[config.mk]
export PLATFORM = sky130hd
export DESIGN_NAME = forward_ctrl_unit
export DESIGN_NICKNAME = d
export VERILOG_FILES = /design/src/rtl/forward_ctrl_unit_pkg.sv /design/src/rtl/forward_ctrl_unit_sel_compare.sv /design/src/rtl/forward_ctrl_unit.sv
export SDC_FILE = /design/constraint.sdc
export NUM_CORES = 1
export LEC_CHECK = 0
export ABC_AREA = 1
export CAP_MARGIN = 10
export CORE_AREA = 2 2 70 72
export DETAILED_ROUTE_END_ITERATION = 10
export DIE_AREA = 0 0 72 74
export PLACE_DENSITY = 0.78
export REMOVE_ABC_BUFFERS = 1
export SLEW_MARGIN = 40
export SYNTH_ARGS = -nofsm -noshare
export SYNTH_HDL_FRONTEND = slang
export SYNTH_HIERARCHICAL = 1
export SYNTH_SLANG_ARGS = --single-unit
export TNS_END_PERCENT = 50
[constraint.sdc]
create_clock -name clk -period 2.1 [get_ports clk]
set_clock_uncertainty 0.05 [all_clocks]
set_input_delay 0.315 -clock clk [delete_from_list [all_inputs] [get_ports clk]]
set_output_delay 0.315 -clock clk [all_outputs]
set_load 0.05 [all_outputs]
[src/rtl/forward_ctrl_unit_pkg.sv]
// Shared definitions for the EX operand forwarding / load-use control.
//   - FWD_* : select codes driven to the EX 3-to-1 operand muxes
//   - REG_ADDR_W_DEF : default register index width
//   - shadow_stage_t : per-stage shadow record {valid, rd, reg_write, mem_read}
package forward_ctrl_unit_pkg;

  localparam int REG_ADDR_W_DEF = 5;

  localparam logic [1:0] FWD_REGFILE = 2'b00;
  localparam logic [1:0] FWD_EXMEM   = 2'b01;
  localparam logic [1:0] FWD_MEMWB   = 2'b10;

  typedef struct packed {
    logic                      valid;
    logic [REG_ADDR_W_DEF-1:0] rd;
    logic                      reg_write;
    logic                      mem_read;
  } shadow_stage_t;

  function automatic shadow_stage_t shadow_empty();
    return '0;
  endfunction

endpackage

[src/rtl/forward_ctrl_unit_sel_compare.sv]
// fwd_sel_compare: combinational per-operand producer priority compare.
//   rs, use_rs                       : source register and whether it is read
//   ex_valid/ex_reg_write/ex_rd      : youngest in-flight producer (EX)
//   mem_valid/mem_reg_write/mem_rd   : next older producer (MEM)
//   sel                              : FWD_EXMEM, FWD_MEMWB or FWD_REGFILE
module fwd_sel_compare
  import forward_ctrl_unit_pkg::*;
#(
  parameter int REG_ADDR_W = REG_ADDR_W_DEF
) (
  input  logic [REG_ADDR_W-1:0] rs,
  input  logic                  use_rs,
  input  logic                  ex_valid,
  input  logic                  ex_reg_write,
  input  logic [REG_ADDR_W-1:0] ex_rd,
  input  logic                  mem_valid,
  input  logic                  mem_reg_write,
  input  logic [REG_ADDR_W-1:0] mem_rd,
  output logic [1:0]            sel
);

  logic ex_hit;
  logic mem_hit;

  // x0 is hardwired zero, so a producer writing it never matches.
  assign ex_hit  = ex_valid  & ex_reg_write  & (ex_rd  != '0) & (ex_rd  == rs);
  assign mem_hit = mem_valid & mem_reg_write & (mem_rd != '0) & (mem_rd == rs);

  // EX is checked first: the youngest producer holds the newest value.
  always_comb begin
    sel = FWD_REGFILE;
    if (use_rs && ex_hit) begin
      sel = FWD_EXMEM;
    end else if (use_rs && mem_hit) begin
      sel = FWD_MEMWB;
    end
  end

endmodule

[src/rtl/forward_ctrl_unit.sv]
// forward_ctrl_unit: forwarding select generation and load-use stall for
// the EX stage of the 5-stage riscv32 pipeline.
//   clk, rst              : clock, asynchronous active-high reset
//   id_*                  : instruction currently in ID (moving to EX)
//   ex_flush              : squash the instruction entering EX
//   fwd_a_sel/fwd_b_sel   : registered operand selects, valid while in EX
//   stall                 : combinational load-use stall (one cycle per pair)
//   stall_cycles          : saturating count of stall cycles
// The shadow stage record width is REG_ADDR_W_DEF; REG_ADDR_W must match it.
module forward_ctrl_unit
  import forward_ctrl_unit_pkg::*;
#(
  parameter int REG_ADDR_W = REG_ADDR_W_DEF,
  parameter int CNT_W      = 16
) (
  input  logic                  clk,
  input  logic                  rst,
  input  logic                  id_valid,
  input  logic [REG_ADDR_W-1:0] id_rs1,
  input  logic [REG_ADDR_W-1:0] id_rs2,
  input  logic                  id_use_rs1,
  input  logic                  id_use_rs2,
  input  logic [REG_ADDR_W-1:0] id_rd,
  input  logic                  id_reg_write,
  input  logic                  id_mem_read,
  input  logic                  ex_flush,
  output logic [1:0]            fwd_a_sel,
  output logic [1:0]            fwd_b_sel,
  output logic                  stall,
  output logic [CNT_W-1:0]      stall_cycles
);

  shadow_stage_t ex_reg;
  shadow_stage_t mem_reg;
  shadow_stage_t wb_reg;
  shadow_stage_t ex_next;

  logic [1:0] sel_a_next;
  logic [1:0] sel_b_next;
  logic       kill_ex;
  logic       unused_shadow;

  // A load still in EX has no data yet; the dependent instruction must wait
  // one cycle, after which the load sits in MEM and is forwarded from MEM/WB.
  assign stall = id_valid & ex_reg.valid & ex_reg.mem_read & (ex_reg.rd != '0) &
                 ((id_use_rs1 & (ex_reg.rd == id_rs1)) |
                  (id_use_rs2 & (ex_reg.rd == id_rs2)));

  assign kill_ex = stall | ex_flush | ~id_valid;

  always_comb begin
    ex_next           = shadow_empty();
    ex_next.valid     = ~kill_ex;
    ex_next.rd        = id_rd;
    ex_next.reg_write = id_reg_write;
    ex_next.mem_read  = id_mem_read;
  end

  fwd_sel_compare #(.REG_ADDR_W(REG_ADDR_W)) u_cmp_rs1 (
    .rs            (id_rs1),
    .use_rs        (id_use_rs1),
    .ex_valid      (ex_reg.valid),
    .ex_reg_write  (ex_reg.reg_write),
    .ex_rd         (ex_reg.rd),
    .mem_valid     (mem_reg.valid),
    .mem_reg_write (mem_reg.reg_write),
    .mem_rd        (mem_reg.rd),
    .sel           (sel_a_next)
  );

  fwd_sel_compare #(.REG_ADDR_W(REG_ADDR_W)) u_cmp_rs2 (
    .rs            (id_rs2),
    .use_rs        (id_use_rs2),
    .ex_valid      (ex_reg.valid),
    .ex_reg_write  (ex_reg.reg_write),
    .ex_rd         (ex_reg.rd),
    .mem_valid     (mem_reg.valid),
    .mem_reg_write (mem_reg.reg_write),
    .mem_rd        (mem_reg.rd),
    .sel           (sel_b_next)
  );

  always_ff @(posedge clk or posedge rst) begin
    if (rst) begin
      ex_reg       <= shadow_empty();
      mem_reg      <= shadow_empty();
      wb_reg       <= shadow_empty();
      fwd_a_sel    <= FWD_REGFILE;
      fwd_b_sel    <= FWD_REGFILE;
      stall_cycles <= '0;
    end else begin
      ex_reg    <= ex_next;
      mem_reg   <= ex_reg;
      wb_reg    <= mem_reg;
      // A bubble or squashed slot in EX must never steer the operand muxes.
      fwd_a_sel <= kill_ex ? FWD_REGFILE : sel_a_next;
      fwd_b_sel <= kill_ex ? FWD_REGFILE : sel_b_next;
      if (stall && (stall_cycles != '1)) begin
        stall_cycles <= stall_cycles + CNT_W'(1);
      end
    end
  end

  // The WB shadow stage and MEM's load flag take part in no decision: a WB
  // producer is covered by the write-first register file, and loads only
  // matter while in EX. They are kept so the shadow mirrors the real pipeline.
  assign unused_shadow = ^{wb_reg, mem_reg.mem_read};

endmodule
==> results.sh <==
export IMPL_pre_cts_ws_ns=0.134
export IMPL_num_vias=2331
export IMPL_r2r_worst_path_cells=7
export IMPL_syn_avg_cell_area_sq_um=6.40
export IMPL_rsz0062_at_grt="no"
export IMPL_hold_class="flip-flop to flip-flop"
export IMPL_dr_first_iter_drc_count=112
export IMPL_final_core_util=0.643
export IMPL_ys_warn_count=6
export IMPL_insertion_delay_ns=0.29
export IMPL_timing_fmax_mhz=507
export IMPL_die_w_um=72
export IMPL_dpl_instance_area_sq_um=2860
export IMPL_min_path_cells=0
export IMPL_crit_path_max_fanout=6
export IMPL_fin_crit_sh=0.940
export IMPL_worstReg2RegEnd="stall_cycles[11]$_DFFE_PP0P_"
export IMPL_seq_area_frac_synth=0.381
export IMPL_power_density_nw_per_um2=475
export IMPL_highest_layer="met4"
export IMPL_setup_ws_ns=0.126
export IMPL_grt_pass1_wl_mm=9.69
export IMPL_finalWirelength_mm=5.76
export IMPL_grt_ovfl_total=0
export IMPL_grt_usage=0.233
export IMPL_syn2layout_area_growth_pct=28.6
export IMPL_synth_cell_types=24
export IMPL_crit_family="buffers and inverters"
export IMPL_finalSetupTns_ns=0
export IMPL_postCtsSetupBuffers=0
export IMPL_required_ns=1.74
export IMPL_cp_start_kind="flip-flop"
export IMPL_max_cap_violations=0
export IMPL_dieArea_sq_um=5330
export IMPL_grt_start_max_net_pins=36
export IMPL_slew_limit_headroom=0.665
export IMPL_nNetsFinal=440
export IMPL_coreArea_sq_um=4600
export IMPL_io_pins=44
export IMPL_status="completed"
export IMPL_final_cell_mix="143 x nand2_1, 57 x inv_1, 44 x nor2_1"
export IMPL_ff2ff_setup_slack_ns=0.27
export IMPL_max_stage_delay_ns=0.85
export IMPL_cp_num_buf_inv=1
export IMPL_hp_start="ex_reg[1]$_DFF_PP0_"
export IMPL_period_needed_ns=1.97
export IMPL_worstReg2RegStart="stall_cycles[0]$_DFFE_PP0P_"
export IMPL_met3_wirelength_um=252
export IMPL_clock_root_buffer="clkbuf_8"
export IMPL_synth_seq_cells=35
export IMPL_stdcell_area_sq_um=2960
export IMPL_fp_row_count=25
export IMPL_gp_congestion=0.879
export IMPL_start_util=0.500
export IMPL_wl_per_cell_um=12.2
export IMPL_mostFrequentLayoutCell="nand2_1"
export IMPL_vias_per_cell=4.95
export IMPL_drc=0
export IMPL_grt_pass1_vias=2210
export IMPL_clock_sinks=35
export IMPL_dr_wl_met2_mm=2.94
export IMPL_arrival_ns=1.61
export IMPL_hpwl_mm=4.21
export IMPL_antenna_cells=0
export IMPL_antenna_found_initial=0
export IMPL_largest_register_ffs=16
export IMPL_worstPathCellList="clkdlybuf4s50_1"
export IMPL_max_slew_worst_pin_slew_ns=0.501
export IMPL_cts_tree="yes"
export IMPL_final_max_slew_viol_count=0
export IMPL_crit_type="flip-flop to primary output"
export IMPL_wl_met1_mm=2.49
export IMPL_path_clk_slew_ns=0.07
export IMPL_min_to="mem_reg[1]$_DFF_PP0_"
export IMPL_leakage_nw=1.57
export IMPL_synth_cells=359
export IMPL_final_cells=471
export IMPL_dp_cells=463
export IMPL_syn_area_sq_um=2300
export IMPL_cts_buffer_depth=2
export IMPL_cts_buffers_inserted=5
export IMPL_drive_above_1_share=0.0935
export IMPL_setup_violations=0
export IMPL_slowest_stage="clkdlybuf4s50_1"
export IMPL_dieHeight_um=74
export IMPL_critPathCaptureType="primary output"
export IMPL_port_buffers=43
export IMPL_hold_viol=0
export IMPL_antenna_left=0
export IMPL_ir_worst_vdd_uv=279
export IMPL_dr_pass1_iters=7
export IMPL_htree_num_levels=2
[cells by family (layout without fill, tap and decap cells)]
group | Yosys count | after routing | share of synthesized area
buffers and inverters | 67 | 125 | 0.114
adder cells (fa/ha/maj) | 1 | 1 | 0.00544
AO/OA/AOI/OAI | 5 | 5 | 0.0109
AND/OR/NAND/NOR | 244 | 244 | 0.462
flip-flops | 35 | 35 | 0.381
XOR/XNOR | 7 | 7 | 0.0267
[layout make-up]
class	instances	area, sq um
clock buffer	6	72.6
clock inverter	2	12.5
fill	411	1640
inverter	63	236
multi-input combinational	257	1160
sequential	35	882
tap	54	67.6
timing repair buffer	54	523
[layer usage]
metal	track usage	vias up
li1	-	1207
met1	0.269	1075
met2	0.440	42
met3	0.0393	7
met4	0.0734	0
met5	0	-
[worst max path at each step]
stage	from	end	slack, ns	depth (start not counted)
2_1_floorplan	stall_cycles[0]$_DFFE_PP0P_	stall_cycles[13]$_DFFE_PP0P_	0.14	7
3_3_place_gp	id_rs1[4]	stall	0.14	10
3_5_place_dp	id_rs1[4]	stall	0.13	10
4_1_cts	ex_reg[3]$_DFF_PP0_	stall	0.05	9
5_1_grt	ex_reg[3]$_DFF_PP0_	stall	0.01	9
6_report	stall_cycles[9]$_DFFE_PP0P_	stall_cycles[9]	0.13	1
[synth_stat cells]
library cell  instances  area [sq um]
xor2_1                3          26.3
buf_1                 1          3.75
inv_1                57           214
nand4_4               1          21.3
nand2_2               1          6.26
nand3_1              22           110
buf_6                 1          11.3
nor3_2                1          10.0
inv_2                 6          22.5
buf_2                 2          10.0
nor2_1               44           165
nand2_1             143           537
o21ai_0               1          5.00
nand4_1              21           131
ha_1                  1          12.5
and3_1                1          6.26
nor2_4                1          11.3
and2_1                1          6.26
a21oi_1               4          20.0
xnor2_1               4          35.0
nor3_1                3          15.0
dfrtp_1              35           876
nand3_4               1          17.5
nor2_2                4          25.0
[stage by stage]
stage          hold WS [ns]  total power, mW
2_1_floorplan         0.296            0.837
5_1_grt               0.391             1.48
6_report              0.367             1.40
3_5_place_dp          0.352            0.944
3_3_place_gp          0.348            0.941
4_1_cts               0.368             1.42
[report_power, final]
part	internal, mW	switching (mW)
sequential	0.693	0.0290
combinational	0.0922	0.119
clock	0.232	0.240
total	1.02	0.387
[what timing repair did]
item / CTS / global route
endpoints found under the setup margin: 0 / 1
gates resized for setup: 0 / 5
hold buffers: 0 / 0
No activity file was read; power rests on OpenSTA's default activity.
